$ cat src/rtl/mem_resp_router.sv
// Routes in-order memory read responses back to the fetch or load requester,
// using a tag FIFO that records the source of every accepted request.
module mem_resp_router #(
  parameter int N     = 32,
  parameter int DEPTH = 4
) (
  input  logic                       clk,
  input  logic                       rst,
  input  logic                       req_valid,
  input  logic                       req_src,
  output logic                       req_ready,
  input  logic                       resp_valid,
  input  logic [N-1:0]               resp_data,
  output logic                       resp_ready,
  input  logic                       flush,
  output logic                       inst_valid,
  output logic [N-1:0]               inst_data,
  input  logic                       inst_ready,
  output logic                       load_valid,
  output logic [N-1:0]               load_data,
  input  logic                       load_ready,
  output logic [$clog2(DEPTH):0]     pending,
  output logic                       err
);

  localparam int           AW       = $clog2(DEPTH);
  localparam logic [AW:0]  FULL_CNT = (AW+1)'(DEPTH);
  localparam logic [AW:0]  CNT_ONE  = (AW+1)'(1);
  localparam logic [AW-1:0] PTR_ONE = AW'(1);

  logic [DEPTH-1:0] src_r;
  logic [DEPTH-1:0] kill_r;
  logic [AW-1:0]    head_r;
  logic [AW-1:0]    tail_r;
  logic [AW:0]      pending_r;
  logic             err_r;

  logic             out_full_r;
  logic             out_src_r;
  logic [N-1:0]     inst_data_r;
  logic [N-1:0]     load_data_r;

  logic             push_s;
  logic             pop_s;
  logic             drain_s;
  logic             resp_ready_s;
  logic             head_src_s;
  logic             head_kill_s;
  logic             deliver_s;
  logic             empty_s;

  // Handshake strobes; a fetch head is treated as killed during a flush cycle.
  always_comb begin
    empty_s      = (pending_r == {(AW+1){1'b0}});
    push_s       = req_valid && req_ready;
    drain_s      = out_full_r && (out_src_r ? load_ready : inst_ready);
    resp_ready_s = !out_full_r || drain_s;
    pop_s        = resp_valid && resp_ready_s && !empty_s;
    head_src_s   = src_r[head_r];
    head_kill_s  = kill_r[head_r] || (flush && !head_src_s);
    deliver_s    = pop_s && !head_kill_s;
  end

  // Tag FIFO, occupancy count and sticky protocol error.
  always_ff @(posedge clk or posedge rst) begin
    if (rst) begin
      src_r     <= {DEPTH{1'b0}};
      kill_r    <= {DEPTH{1'b0}};
      head_r    <= {AW{1'b0}};
      tail_r    <= {AW{1'b0}};
      pending_r <= {(AW+1){1'b0}};
      err_r     <= 1'b0;
    end else begin
      for (int i = 0; i < DEPTH; i++) begin
        if (flush && !src_r[i]) begin
          kill_r[i] <= 1'b1;
        end
      end
      // A same-cycle push overrides the flush kill: it belongs to the new path.
      if (push_s) begin
        src_r[tail_r]  <= req_src;
        kill_r[tail_r] <= 1'b0;
        tail_r         <= tail_r + PTR_ONE;
      end
      if (pop_s) begin
        head_r <= head_r + PTR_ONE;
      end
      case ({push_s, pop_s})
        2'b10:   pending_r <= pending_r + CNT_ONE;
        2'b01:   pending_r <= pending_r - CNT_ONE;
        default: pending_r <= pending_r;
      endcase
      if (resp_valid && empty_s) begin
        err_r <= 1'b1;
      end
    end
  end

  // Output register: refill has priority over drain, drain over flush clear.
  always_ff @(posedge clk or posedge rst) begin
    if (rst) begin
      out_full_r  <= 1'b0;
      out_src_r   <= 1'b0;
      inst_data_r <= {N{1'b0}};
      load_data_r <= {N{1'b0}};
    end else begin
      if (deliver_s) begin
        out_full_r <= 1'b1;
        out_src_r  <= head_src_s;
        if (head_src_s) begin
          load_data_r <= resp_data;
        end else begin
          inst_data_r <= resp_data;
        end
      end else if (drain_s) begin
        out_full_r <= 1'b0;
      end else if (flush && out_full_r && !out_src_r) begin
        out_full_r <= 1'b0;
      end else begin
        out_full_r <= out_full_r;
      end
    end
  end

  assign req_ready  = (pending_r != FULL_CNT);
  assign resp_ready = resp_ready_s;
  assign inst_valid = out_full_r && !out_src_r;
  assign load_valid = out_full_r && out_src_r;
  assign inst_data  = inst_data_r;
  assign load_data  = load_data_r;
  assign pending    = pending_r;
  assign err        = err_r;

endmodule

$ cat config.mk
export PLATFORM = sky130hd
export DESIGN_NAME = mem_resp_router
export DESIGN_NICKNAME = d
export VERILOG_FILES = /design/src/rtl/mem_resp_router.sv
export SDC_FILE = /design/constraint.sdc
export NUM_CORES = 1
export LEC_CHECK = 0
export ABC_CLOCK_PERIOD_IN_PS = 3100
export CAP_MARGIN = 20
export CELL_PAD_IN_SITES_DETAIL_PLACEMENT = 1
export CELL_PAD_IN_SITES_GLOBAL_PLACEMENT = 1
export CORE_ASPECT_RATIO = 0.75
export CORE_MARGIN = 1
export CORE_UTILIZATION = 37
export DETAILED_ROUTE_END_ITERATION = 16
export GPL_ROUTABILITY_DRIVEN = 0
export PLACE_DENSITY = 0.89
export SETUP_SLACK_MARGIN = 0.2
export SLEW_MARGIN = 20
export SYNTH_ARGS = -nofsm -noshare
export SYNTH_HDL_FRONTEND = slang
export SYNTH_SLANG_ARGS = --single-unit
export TNS_END_PERCENT = 10
$ cat constraint.sdc
create_clock -name clk -period 3.1 [get_ports clk]
set_input_delay 0.62 -clock clk [delete_from_list [all_inputs] [get_ports clk]]
set_output_delay 0.62 -clock clk [all_outputs]
set_load 0.005 [all_outputs]
# ---- Word level (Yosys, flattened, before mapping)
# Cells that the tools add are included.
dict set report word_totals {
  word_cells 72
  in_bits 40
  out_inout_bits 72
  register_bits 82
}
dict set report op_classes {
  bitwise_logic 3
  addsub 4
  muxes 17
  order_cmp 3
  eq_ne 3
  reduce_logical 32
}
# op n
set op_table {}
lappend op_table {{logical AND 1 bit} 16}
lappend op_table {{two-way mux 1 bit} 11}
lappend op_table {{zero test 1 bit} 9}
lappend op_table {{< comparator 2 x 3 -> 1 bit, second input constant} 2}
lappend op_table {{case mux 3 bit (2 select lines)} 1}
lappend op_table {{adder 2 x 1 -> 2 bit, second input constant} 2}
lappend op_table {{AND 4 bit} 1}
lappend op_table {{binary-select mux 1 bit (select 2 bit)} 2}
lappend op_table {{bitwise mux 4 bit} 1}
lappend op_table {{two-way mux 4 bit} 1}
lappend op_table {{inverter 4 bit} 1}
lappend op_table {{AND reduction 2 bit} 2}
lappend op_table {{adder 3 x 1 -> 3 bit, second input constant} 1}
lappend op_table {{zero test 3 bit} 1}
lappend op_table {{inequality test 3 bit, second input constant} 1}
lappend op_table {{nonzero test 3 bit} 1}
lappend op_table {{subtractor 3 x 1 -> 3 bit, second input constant} 1}
lappend op_table {{demux 1 bit (select 2 bit)} 1}
lappend op_table {{equality test 2 x 1 -> 1 bit, second input constant} 1}
lappend op_table {{equality test 2 bit, second input constant} 1}
lappend op_table {{>= comparator 2 x 1 -> 1 bit, second input constant} 1}
lappend op_table {{logical OR 1 bit} 2}
lappend op_table {{nonzero test 2 bit} 1}
lappend op_table {{inverter 1 bit} 1}

# ---- Logic depth before layout (Yosys ltp)
# Gate-level depths: netlist of run 1.
dict set report logic_depth {
  ltp_word 8
  ltp_mapped 10
}

# ---- Least setup slack after synthesis of run 1
# Ideal clock, no wire load.
dict set report synth_path {
  path_kind {reg-to-reg}
  startpoint {register head_r[0]}
  endpoint {register inst_data_r[0] (netlist: inst_data[0])}
  t_required_ps 2975
  stages_incl_launch_ff 7
  t_arrival_ps 2046
  setup_time_ps 125
  period_less_slack_ps 2171
  setup_slack_ps 929
  path_cell_list {dfrtp_1 -> mux4_2 -> a211o_1 -> or3_1 -> buf_6 -> buf_12 -> mux2_4}
}
dict set report synth_via {
  elab_chain_cells 8
  elab_cells_between_ends 11
  cone_classes {4 x mux; 1 x bitwise; 6 x reduce/logical}
}
# element line
set synth_rtl {}
lappend synth_rtl {{start: declaration} 33} ;# logic [AW-1:0] head_r;
lappend synth_rtl {{start signal: assignment} 69} ;# head_r <= {AW{1'b0}};
lappend synth_rtl {{start signal: assignment} 86} ;# head_r <= head_r + PTR_ONE;
lappend synth_rtl {{binary-select mux 1 bit (select 2 bit)} 59} ;# head_src_s = src_r[head_r];
lappend synth_rtl {{two-way mux 1 bit (not written as such)} 59}
lappend synth_rtl {{zero test 1 bit} 60} ;# head_kill_s = kill_r[head_r] || (flush && !head_src_s);
lappend synth_rtl {{logical AND 1 bit} 60}
lappend synth_rtl {{logical OR 1 bit} 60}
lappend synth_rtl {{zero test 1 bit} 61} ;# deliver_s = pop_s && !head_kill_s;
lappend synth_rtl {{logical AND 1 bit} 61}
lappend synth_rtl {{AND reduction 2 bit (no source line) *} --}
lappend synth_rtl {{end signal: assignment} 104} ;# inst_data_r <= {N{1'b0}};
lappend synth_rtl {{end signal: assignment} 113} ;# inst_data_r <= resp_data;
lappend synth_rtl {{end: declaration} 40} ;# logic [N-1:0] inst_data_r;
# Mark *: on every way between the ends. The rest lies on a longest branch, timed or not. The select of a mux whose other input is x is not followed.
# A chain may end at the register's enable or synchronous reset.

# ---- Final worst setup path of run 1
dict set report layout_path {
  startpoint {input load_ready}
  endpoint {output resp_ready}
}
dict set report layout_via {
  elab_chain_cells 3
}
# element line
set layout_rtl {}
lappend layout_rtl {{start: declaration} 21} ;# input logic load_ready,
lappend layout_rtl {{two-way mux 1 bit} 56} ;# drain_s = out_full_r && (out_src_r ? load_ready : inst_ready);
lappend layout_rtl {{logical AND 1 bit} 56}
lappend layout_rtl {{logical OR 1 bit} 57} ;# resp_ready_s = !out_full_r || drain_s;
lappend layout_rtl {{end: declaration} 14} ;# output logic resp_ready,
# Every way passes these cells.

==> results of run 1 <==
sequential cells by signal, indices dropped and copies added, names as in the netlist:
signal      cells
err             1
src_r           4
out_full_r      1
load_data      32
kill_r          4
head_r          2
pending         3
out_src_r       1
inst_data      32
tail_r          2
worst reg2reg max path, delay by kind of cell, from the launching register on:
kind,cells,cell delay (ns)
AO/OA/AOI/OAI,1,0.28
buffers and inverters,1,0.27
flip-flops,1,0.43
multiplexers,2,0.90
AND/OR/NAND/NOR,1,0.44
logic make-up (layout without fill, tap and decap cells):
| family | Yosys count | in the layout | share of synthesized area, % |
|---|---|---|---|
| flops | 82 | 82 | 59.61 |
| buf+inv | 19 | 145 | 3.817 |
| fa+ha+maj | 6 | 6 | 2.399 |
| xor+xnor | 6 | 6 | 1.527 |
| simple gates | 18 | 18 | 2.363 |
| mux | 72 | 72 | 27.52 |
| compound gates | 16 | 16 | 2.763 |
stage by stage:
stage          total power, W  area, µm²  std cells
6_report             0.005245       4991        473
5_1_grt              0.005580       4991        473
3_5_place_dp         0.004213       4686        458
4_1_cts              0.005330       4991        473
2_1_floorplan        0.002976       3442        219
3_3_place_gp         0.004074       4686        458
power groups by stage:
stage	logic [W]	clock network, W	registers (W)
2_1_floorplan	0.00104	0	0.00194
3_3_place_gp	0.00215	0	0.00193
3_5_place_dp	0.00224	0	0.00197
4_1_cts	0.00226	0.00111	0.00197
5_1_grt	0.00239	0.00116	0.00203
6_report	0.00221	0.00107	0.00196
area by class of cell:
type,instances,area [µm²],area share (%)
inverters,11,42.54,0.8523
flip-flops and latches,82,2052,41.11
clock buffers,13,270.3,5.415
clock inverters,2,35.03,0.7019
repair buffers,119,1171,23.46
well taps,128,160.2,3.209
multi-input cells,118,1260,25.24
how the worst min path moves through the flow:
stage,depth (start not counted),slack (ns),endpoint,start
finish,1,0.47,err,err
global route,1,0.50,err,err
CTS,1,0.47,err,err
detailed placement,1,0.46,err,err
global placement,1,0.44,err,err
floorplan,1,0.45,err,err
routing by layer:
metal / vias to the layer above / wire length (µm) / GRT usage, %
met3: 6 / 375 / 5.300
li1: 999 / - / -
met2: 68 / 4181 / 30.90
met5: - / 0 / 0
met1: 1086 / 3433 / 22.81
met4: 0 / 71 / 5.383
cell usage after synthesis (2+ instances only):
library cell              count
sky130_fd_sc_hd__dfrtp_1     82
sky130_fd_sc_hd__mux2_2      38
sky130_fd_sc_hd__mux2_4      30
sky130_fd_sc_hd__inv_1       11
sky130_fd_sc_hd__nand2_1     10
sky130_fd_sc_hd__a21oi_1      9
sky130_fd_sc_hd__ha_1         5
sky130_fd_sc_hd__buf_12       3
sky130_fd_sc_hd__buf_2        3
sky130_fd_sc_hd__xnor2_1      3
sky130_fd_sc_hd__xor2_1       3
sky130_fd_sc_hd__mux2i_1      2
sky130_fd_sc_hd__nor2_1       2
sky130_fd_sc_hd__o21ai_0      2
==> results.cfg, run 1 <==
[outcome]
status = finished, final reports clean

[timing]
drv_slew = 0
setup_viol = 0
worst_slack_ns = 0.5091
period_share_pct = 83.58
worst-slew-pin-transition_ns = 0.6657
report.final.hold_viol_count = 0
period_needed_ns = 2.591
timing.clock.skew_ns = 0.006601
fmaxAchievable_mhz = 386.0
timing.hold.ws_ns = 0.4704
setup_tns_ns = 0
grt_setup_unrepaired = no
slew_headroom_pct = 55.57

[critical_path]
reg2reg_depth = 5
critPathCapture = resp_ready
critical_path.endpoint_type = output pin
timing.critical_path.max_delay_family = buffers and inverters
crit_path_start = load_ready
timing.rr.start = head_r[0]
worstPathBufferInverterCount = 2
r2r_end = inst_data[10]
startpoint_type = primary input
worst-path-max-fanout = 4
crit_path_cell_trace = clkdlybuf4s50_1 -> mux2i_1 -> nand2_1 -> clkdlybuf4s50_1
worstPathArrival_ns = 1.97
worstSetupPathDepth = 4
critical_path.slowest_cell = sky130_fd_sc_hd__clkdlybuf4s50_1
cp_dominant_cell_by_count = sky130_fd_sc_hd__clkdlybuf4s50_1
timing.reg2reg.setup_slack_ns = 0.67
cpPeakStageDelay_ns = 0.48
worst_ep_required_time_ns = 2.48
critical_path_class = primary input to output pin

[clocking]
clkSinkCount = 82
clock_tree.buffer_depth = 2
post-cts-setup-buffers = 0
clk_root_buf = sky130_fd_sc_hd__clkbuf_16
hold_buffers = 0
clk_latency_worst_skew_pair_ns = 0.33
cts_resizes = 0
clock_tree.htree_level_count = 3
tritoncts = built
number_of_buffers_created_by_cts = 9
clkSlewWorstSetupHoldPaths_ns = 0.06

[placed_design]
port_buffers = 111
pre_cts_ws_ns = 0.2888
hpwl_mm = 5.987

[finish]
area_growth_syn_to_layout_pct = 45.00
num-fill-cells = 909
layout.nets = 387
mostFrequentLayoutCell = sky130_fd_sc_hd__clkdlybuf4s50_1
fin_util_pct = 55.17
layout-drive-gt1-share_pct = 26.96
final_cell_mix = sky130_fd_sc_hd__clkdlybuf4s50_1 (111), sky130_fd_sc_hd__dfrtp_1 (82), sky130_fd_sc_hd__mux2_2 (38), sky130_fd_sc_hd__mux2_4 (30)
diodes = 0

[pwr]
p_per_area_nw_per_um2 = 1051
sw_frac_of_total_pct = 27.49
pwr-share-clk_pct = 20.5
internal_power_contribution_w = 0.003803
maximum_vdd_ir_drop_v = 0.0004860
seq_power_share_pct = 37.4
switchingPower_w = 0.001442
power.static_leakage_nw = 2.270
power_frac_comb_pct = 42.2

[global_route]
antenna_violations_before_repair = 0
global_route.usage.total_pct = 18.23
maximum_number_of_pins_on_one_net_before_global_route_repair = 40
grt_pass1_wl_mm = 13.28
grt.overflow.total = 0
first_global_vias = 2502

[yosys]
yosys-top-cells-area = sky130_fd_sc_hd__dfrtp_1 (60%), sky130_fd_sc_hd__mux2_4 (13%), sky130_fd_sc_hd__mux2_2 (12%)
synth_area_leader_cell = sky130_fd_sc_hd__dfrtp_1
async_flop_share_pct = 100.0
synth_edf_count = 0
postSynthAreaPerCell_um2 = 15.72
sequential_element_share_of_the_synthesized_area_pct = 59.61
synthFlopType = sky130_fd_sc_hd__dfrtp_1
synth_largest_type_area_fraction_pct = 59.61
yosysWarningCount = 0
postSynthNetCount = 265
mappedNetlistArea_um2 = 3442
yosys_register_bits = 82
postSynthCellCount = 219
yosysUniqueCellTypes = 30

[flow_run]
maxCapViolations = 0

[floorplan]
dieArea_um2 = 9697
die_height_um = 85.53
num_io_pins = 112
fp_rows = 30
effective_utilization_at_floorplan_pct = 38.05
die_x_um = 113.4
area_of_the_core_um2 = 9046

[route]
drt-initial-drc-count = 45
dr_total_vias = 2159
drt_pre_antenna_iters = 4
detail_route.vias_per_cell = 4.564
finalWirelength_mm = 8.062
post_drt_wl_per_cell_um = 17.04
drt_drc_violations_left = 0
route.antenna.remaining_nets = 0

[worst_hold_path]
worstHoldPathType = flip-flop to flip-flop
Power figures use the tool's default switching activity.
==> run 2, diff against run 1 <==
--- a/config.mk
+++ b/config.mk
@@ -5,7 +5,7 @@
 export SDC_FILE = /design/constraint.sdc
 export NUM_CORES = 1
 export LEC_CHECK = 0
-export ABC_CLOCK_PERIOD_IN_PS = 3100
+export ABC_CLOCK_PERIOD_IN_PS = 2500
 export CAP_MARGIN = 20
 export CELL_PAD_IN_SITES_DETAIL_PLACEMENT = 1
 export CELL_PAD_IN_SITES_GLOBAL_PLACEMENT = 1
==> constraint.sdc (replaced) <==
create_clock -name clk -period 2.5 [get_ports clk]
set_input_delay 0.5 -clock clk [delete_from_list [all_inputs] [get_ports clk]]
set_output_delay 0.5 -clock clk [all_outputs]
set_load 0.005 [all_outputs]
==> run 2 against run 1 <==
Effect of this change:
- combinational power grew 29%
- sequential power grew 24%
- clock-buffer cell count grew 2
- cell area grew 2.7%
- largest cell class unchanged
==> results.cfg, run 2 (same netlist as run 1, synthesis figures left out) <==
[timing]
setup_viol = 0
fmaxAchievable_mhz = 433.4
timing.clock.skew_ns = 0.002826
period_share_pct = 92.29
period_needed_ns = 2.307
grt_setup_unrepaired = yes
slew_headroom_pct = 70.61
setup_tns_ns = 0
drv_slew = 0
report.final.hold_viol_count = 0
worst-slew-pin-transition_ns = 0.4408

[finish]
layout-drive-gt1-share_pct = 28.98
final_cell_mix = sky130_fd_sc_hd__clkdlybuf4s50_1 (110), sky130_fd_sc_hd__dfrtp_1 (81), sky130_fd_sc_hd__mux2_2 (38), sky130_fd_sc_hd__mux2_4 (30)
fin_util_pct = 56.65
diodes = 0
mostFrequentLayoutCell = sky130_fd_sc_hd__clkdlybuf4s50_1
layout.nets = 393
finalInstanceArea_um2 = 5125
area_growth_syn_to_layout_pct = 48.89

[critical_path]
critical_path_class = primary input to flip-flop
worst_ep_required_time_ns = 2.71
cpPeakStageDelay_ns = 0.48
worstPathBufferInverterCount = 3
critical_path.endpoint_type = flip-flop
timing.reg2reg.setup_slack_ns = 0.24
worst-path-max-fanout = 15
worstPathArrival_ns = 2.52
crit_path_cell_trace = clkdlybuf4s50_1 -> mux2i_2 -> buf_4 -> a211o_1 -> or3_4 -> bufbuf_16 -> mux2_4
critical_path.slowest_cell = sky130_fd_sc_hd__clkdlybuf4s50_1
startpoint_type = primary input
timing.critical_path.max_delay_family = buffers and inverters

[global_route]
maximum_number_of_pins_on_one_net_before_global_route_repair = 83
grt.overflow.total = 0
antenna_violations_before_repair = 0
grt_pass1_wl_mm = 13.32
first_global_vias = 2526
global_route.usage.total_pct = 18.12

[clocking]
hold_buffers = 0
number_of_buffers_created_by_cts = 9
clock_tree.buffer_depth = 2
clk_root_buf = sky130_fd_sc_hd__clkbuf_16
clock_tree.htree_level_count = 3
clkSlewWorstSetupHoldPaths_ns = 0.06
clkSinkCount = 82
clk_latency_worst_skew_pair_ns = 0.32
tritoncts = built

[route]
drt_drc_violations_left = 0
drt-initial-drc-count = 46
post_drt_wl_per_cell_um = 17.37
dr_total_vias = 2213
finalWirelength_mm = 8.337
detail_route.vias_per_cell = 4.610
route.antenna.remaining_nets = 0
drt_pre_antenna_iters = 4

[pwr]
p_per_area_nw_per_um2 = 1300
post-layout-total-power_w = 0.006662
power.static_leakage_nw = 2.333
internal_power_contribution_w = 0.004840
pwr-share-clk_pct = 20.7
sw_frac_of_total_pct = 27.35
maximum_vdd_ir_drop_v = 0.0005229
power_frac_comb_pct = 42.8
switchingPower_w = 0.001822
seq_power_share_pct = 36.5

[floorplan]
die_x_um = 113.4
dieArea_um2 = 9697
effective_utilization_at_floorplan_pct = 38.05
num_io_pins = 112
area_of_the_core_um2 = 9046
fp_rows = 30
die_height_um = 85.53

[flow_run]
maxCapViolations = 0

[worst_hold_path]
worstHoldPathType = flip-flop to flip-flop

[placed_design]
port_buffers = 111
placedInstanceArea_um2 = 4748
hpwl_mm = 5.949

[outcome]
status = finished, final reports clean
-- run 2: power groups by stage --
stage	sequential, W	combinational (W)	clock, W
global route	0.00252	0.00307	0.00147
global placement	0.00240	0.00270	0
CTS	0.00245	0.00290	0.00142
detailed placement	0.00245	0.00284	0
floorplan	0.00240	0.00129	0
finish	0.00243	0.00285	0.00138
-- run 2: worst paths after layout --
check | start | cells past startpoint | to
max in group asynchronous | rst | 3 | head_r[0]
min in group asynchronous | rst | 3 | load_data[6]
max | inst_ready | 7 | inst_data[26]
min reg2reg | err | 1 | err
max reg2reg | head_r[0] | 5 | inst_data[26]
min | err | 1 | err
-- run 2: stage by stage --
stage	hold WS, ns	cells	worst slack (ns)
after floorplan	0.4510	219	0.3291
after global placement	0.4422	461	0.004774
after detailed placement	0.4610	461	-0.07286
after CTS	0.4831	479	0.1940
after global routing	0.5011	480	0.1638
final	0.4758	480	0.1927
-- run 2: worst reg2reg max path, stage by stage (launching register included) --
cell and delay (ns):
sky130_fd_sc_hd__dfrtp_2 0.39, sky130_fd_sc_hd__mux4_2 0.51, sky130_fd_sc_hd__a211o_1 0.26, sky130_fd_sc_hd__or3_4 0.37, sky130_fd_sc_hd__bufbuf_16 0.32, sky130_fd_sc_hd__mux2_4 0.30
-- run 2: cell type report --
type | count | area, µm²
Inverter | 11 | 45.04
Tap cell | 128 | 160.2
Sequential cell | 82 | 2053
Clock buffer | 15 | 287.8
Timing Repair Buffer | 125 | 1277
Multi-Input combinational cell | 118 | 1271
Clock inverter | 1 | 30.03
Fill cell | 894 | 3921
-- run 2: per-layer routing --
layer	track usage, %	wire length, µm	vias up
met2	30.95	4230	69
met1	22.11	3543	1128
li1	-	-	1009
met3	6.643	504	7
met4	3.947	59	0
met5	0	0	-
-- run 2: what timing repair did --
action	CTS	global route
gates resized for setup	4	1
buffers inserted	1	1
gates cloned	1	0
setup endpoints to repair	32	16
==> run 3, diff against run 2 <==
--- a/config.mk
+++ b/config.mk
@@ -20,4 +20,4 @@
 export SYNTH_ARGS = -nofsm -noshare
 export SYNTH_HDL_FRONTEND = slang
 export SYNTH_SLANG_ARGS = --single-unit
-export TNS_END_PERCENT = 10
+export TNS_END_PERCENT = 20
==> constraint.sdc (replaced) <==
create_clock -name clk -period 2.5 [get_ports clk]
set_input_delay 0.75 -clock clk [delete_from_list [all_inputs] [get_ports clk]]
set_output_delay 0.75 -clock clk [all_outputs]
set_load 0.005 [all_outputs]
==> run 3 against run 2 <==
Effect of this change:
- wire length is 3.3% higher
- maximum frequency is 1.7% higher
- utilization is 1.1 points higher
==> results.cfg, run 3 (same netlist as run 1, synthesis figures left out) <==
[pwr]
seq_power_share_pct = 36.3
power_frac_comb_pct = 44.0
pwr-share-clk_pct = 19.7
sw_frac_of_total_pct = 27.70
internal_power_contribution_w = 0.004832
power.static_leakage_nw = 2.395
p_per_area_nw_per_um2 = 1280
maximum_vdd_ir_drop_v = 0.0005444
switchingPower_w = 0.001851

[clocking]
tritoncts = built
clock_tree.htree_level_count = 3
clock_tree.buffer_depth = 2
clkSlewWorstSetupHoldPaths_ns = 0.06
number_of_buffers_created_by_cts = 9
clk_latency_worst_skew_pair_ns = 0.33
hold_buffers = 0
clk_root_buf = sky130_fd_sc_hd__clkbuf_16
clkSinkCount = 82

[route]
drt_pre_antenna_iters = 4
detail_route.vias_per_cell = 4.751
post_drt_wl_per_cell_um = 17.73
drt-initial-drc-count = 65
route.antenna.remaining_nets = 0
finalWirelength_mm = 8.615
dr_total_vias = 2309
drt_drc_violations_left = 0

[floorplan]
die_x_um = 113.4
effective_utilization_at_floorplan_pct = 38.05
area_of_the_core_um2 = 9046
num_io_pins = 112
fp_rows = 30
die_height_um = 85.53
dieArea_um2 = 9697

[critical_path]
timing.critical_path.max_delay_family = buffers and inverters
worstPathArrival_ns = 2.48
startpoint_type = primary input
crit_path_cell_trace = clkdlybuf4s15_1 -> mux2i_2 -> buf_4 -> a211o_1 -> or3_4 -> buf_12 -> buf_16 -> mux2_4
critical_path.endpoint_type = flip-flop
worst_ep_required_time_ns = 2.72
cpPeakStageDelay_ns = 0.38
worstPathBufferInverterCount = 4
critical_path_class = primary input to flip-flop
worst-path-max-fanout = 8
reg2reg_depth = 6
worstSetupPathDepth = 8
critical_path.slowest_cell = sky130_fd_sc_hd__or3_4

[placed_design]
placedInstanceArea_um2 = 4748
placedCellCount = 461
port_buffers = 111
hpwl_mm = 5.678

[global_route]
busiest_layer = met2
maximum_number_of_pins_on_one_net_before_global_route_repair = 83
grt_use_met2_pct = 30.84
grt_pass1_wl_mm = 14.01
grt.overflow.total = 0
groute.layer.met3.usage_pct = 6.502
antenna_violations_before_repair = 0
use_met1_pct = 25.25
global_route.usage.total_pct = 19.59
first_global_vias = 2513

[finish]
layout-drive-gt1-share_pct = 31.56
num-fill-cells = 872
fin_cells = 486
layout.nets = 401
mostFrequentLayoutCell = sky130_fd_sc_hd__clkdlybuf4s50_1
final_cell_mix = sky130_fd_sc_hd__clkdlybuf4s50_1 (107), sky130_fd_sc_hd__dfrtp_1 (81), sky130_fd_sc_hd__mux2_2 (38), sky130_fd_sc_hd__mux2_4 (30), sky130_fd_sc_hd__buf_4 (14)
diodes = 0
finalInstanceArea_um2 = 5220
area_growth_syn_to_layout_pct = 51.65

[timing]
timing.clock.skew_ns = 0.005256
period_needed_ns = 2.269
fmaxAchievable_mhz = 440.8
period_share_pct = 90.74
drv_slew = 0
slew_headroom_pct = 70.10
grt_setup_unrepaired = yes
worst-slew-pin-transition_ns = 0.4486
setup_viol = 0
report.final.hold_viol_count = 0

[worst_hold_path]
worstHoldPathType = flip-flop to flip-flop
hold_path_cells = 1

[outcome]
status = finished, final reports clean

[flow_run]
maxCapViolations = 0
[run 3: routing by layer]
layer	share of wire (%)	vias up
met2	48	80
li1	-	1039
met3	5.8	13
met5	0	-
met1	45	1177
met4	1.7	0
[run 3: cell type report]
class                           count  area [µm²]  area share [%]
Clock buffer                       11       252.7           4.842
Clock inverter                      3       40.04          0.7670
Inverter                           11       45.04          0.8629
Multi-Input combinational cell    118        1276           24.45
Sequential cell                    82        2053           39.33
Tap cell                          128       160.2           3.068
Timing Repair Buffer              133        1393           26.68
[run 3: per-stage QoR]
stage | utilization [%] | total power [W] | TNS [ns] | worst slack [ns] | hold slack, ns
after floorplan | - | 0.003691 | 0 | 0.2309 | 0.4510
after global placement | 52.49 | 0.005095 | -11.33 | -0.2722 | 0.4431
after detailed placement | 52.49 | 0.005261 | -15.95 | -0.3381 | 0.4540
after CTS | 57.70 | 0.006774 | 0 | 0.2083 | 0.4641
after global routing | 57.70 | 0.007098 | 0 | 0.1721 | 0.5067
final | 57.70 | 0.006683 | 0 | 0.2314 | 0.4693
[run 3: power by group through the flow]
stage | registers (W) | clock network [W] | logic [W]
floorplan | 0.00240 | 0 | 0.00129
global placement | 0.00240 | 0 | 0.00270
detailed placement | 0.00244 | 0 | 0.00282
CTS | 0.00243 | 0.00136 | 0.00298
global route | 0.00253 | 0.00141 | 0.00317
finish | 0.00243 | 0.00131 | 0.00294
[run 3: timing repair]
| item | in CTS | in global routing |
|---|---|---|
| buffers inserted | 7 | 1 |
| gates cloned | 3 | 0 |
| setup endpoints to repair | 56 | 36 |
| resized for setup | 12 | 4 |
| pin swaps | 2 | 1 |
[run 3: worst paths after layout]
path	startpoint	endpoint	slack, ns
max in group asynchronous	rst	head_r[0]	1.25
setup / recovery	inst_ready	inst_data[25]	0.23
setup reg to reg	head_r[0]	inst_data[25]	0.26
hold reg to reg	err	err	0.47
min in group asynchronous	rst	load_data[4]	0.89
hold / removal	err	err	0.47
[run 3: worst reg2reg max path: stages, from the launching register on]
cell and delay (ns):
sky130_fd_sc_hd__dfrtp_2 0.38, sky130_fd_sc_hd__mux4_2 0.50, sky130_fd_sc_hd__a211o_1 0.26, sky130_fd_sc_hd__or3_4 0.38, sky130_fd_sc_hd__buf_12 0.15, sky130_fd_sc_hd__buf_16 0.15
sky130_fd_sc_hd__mux2_4 0.30
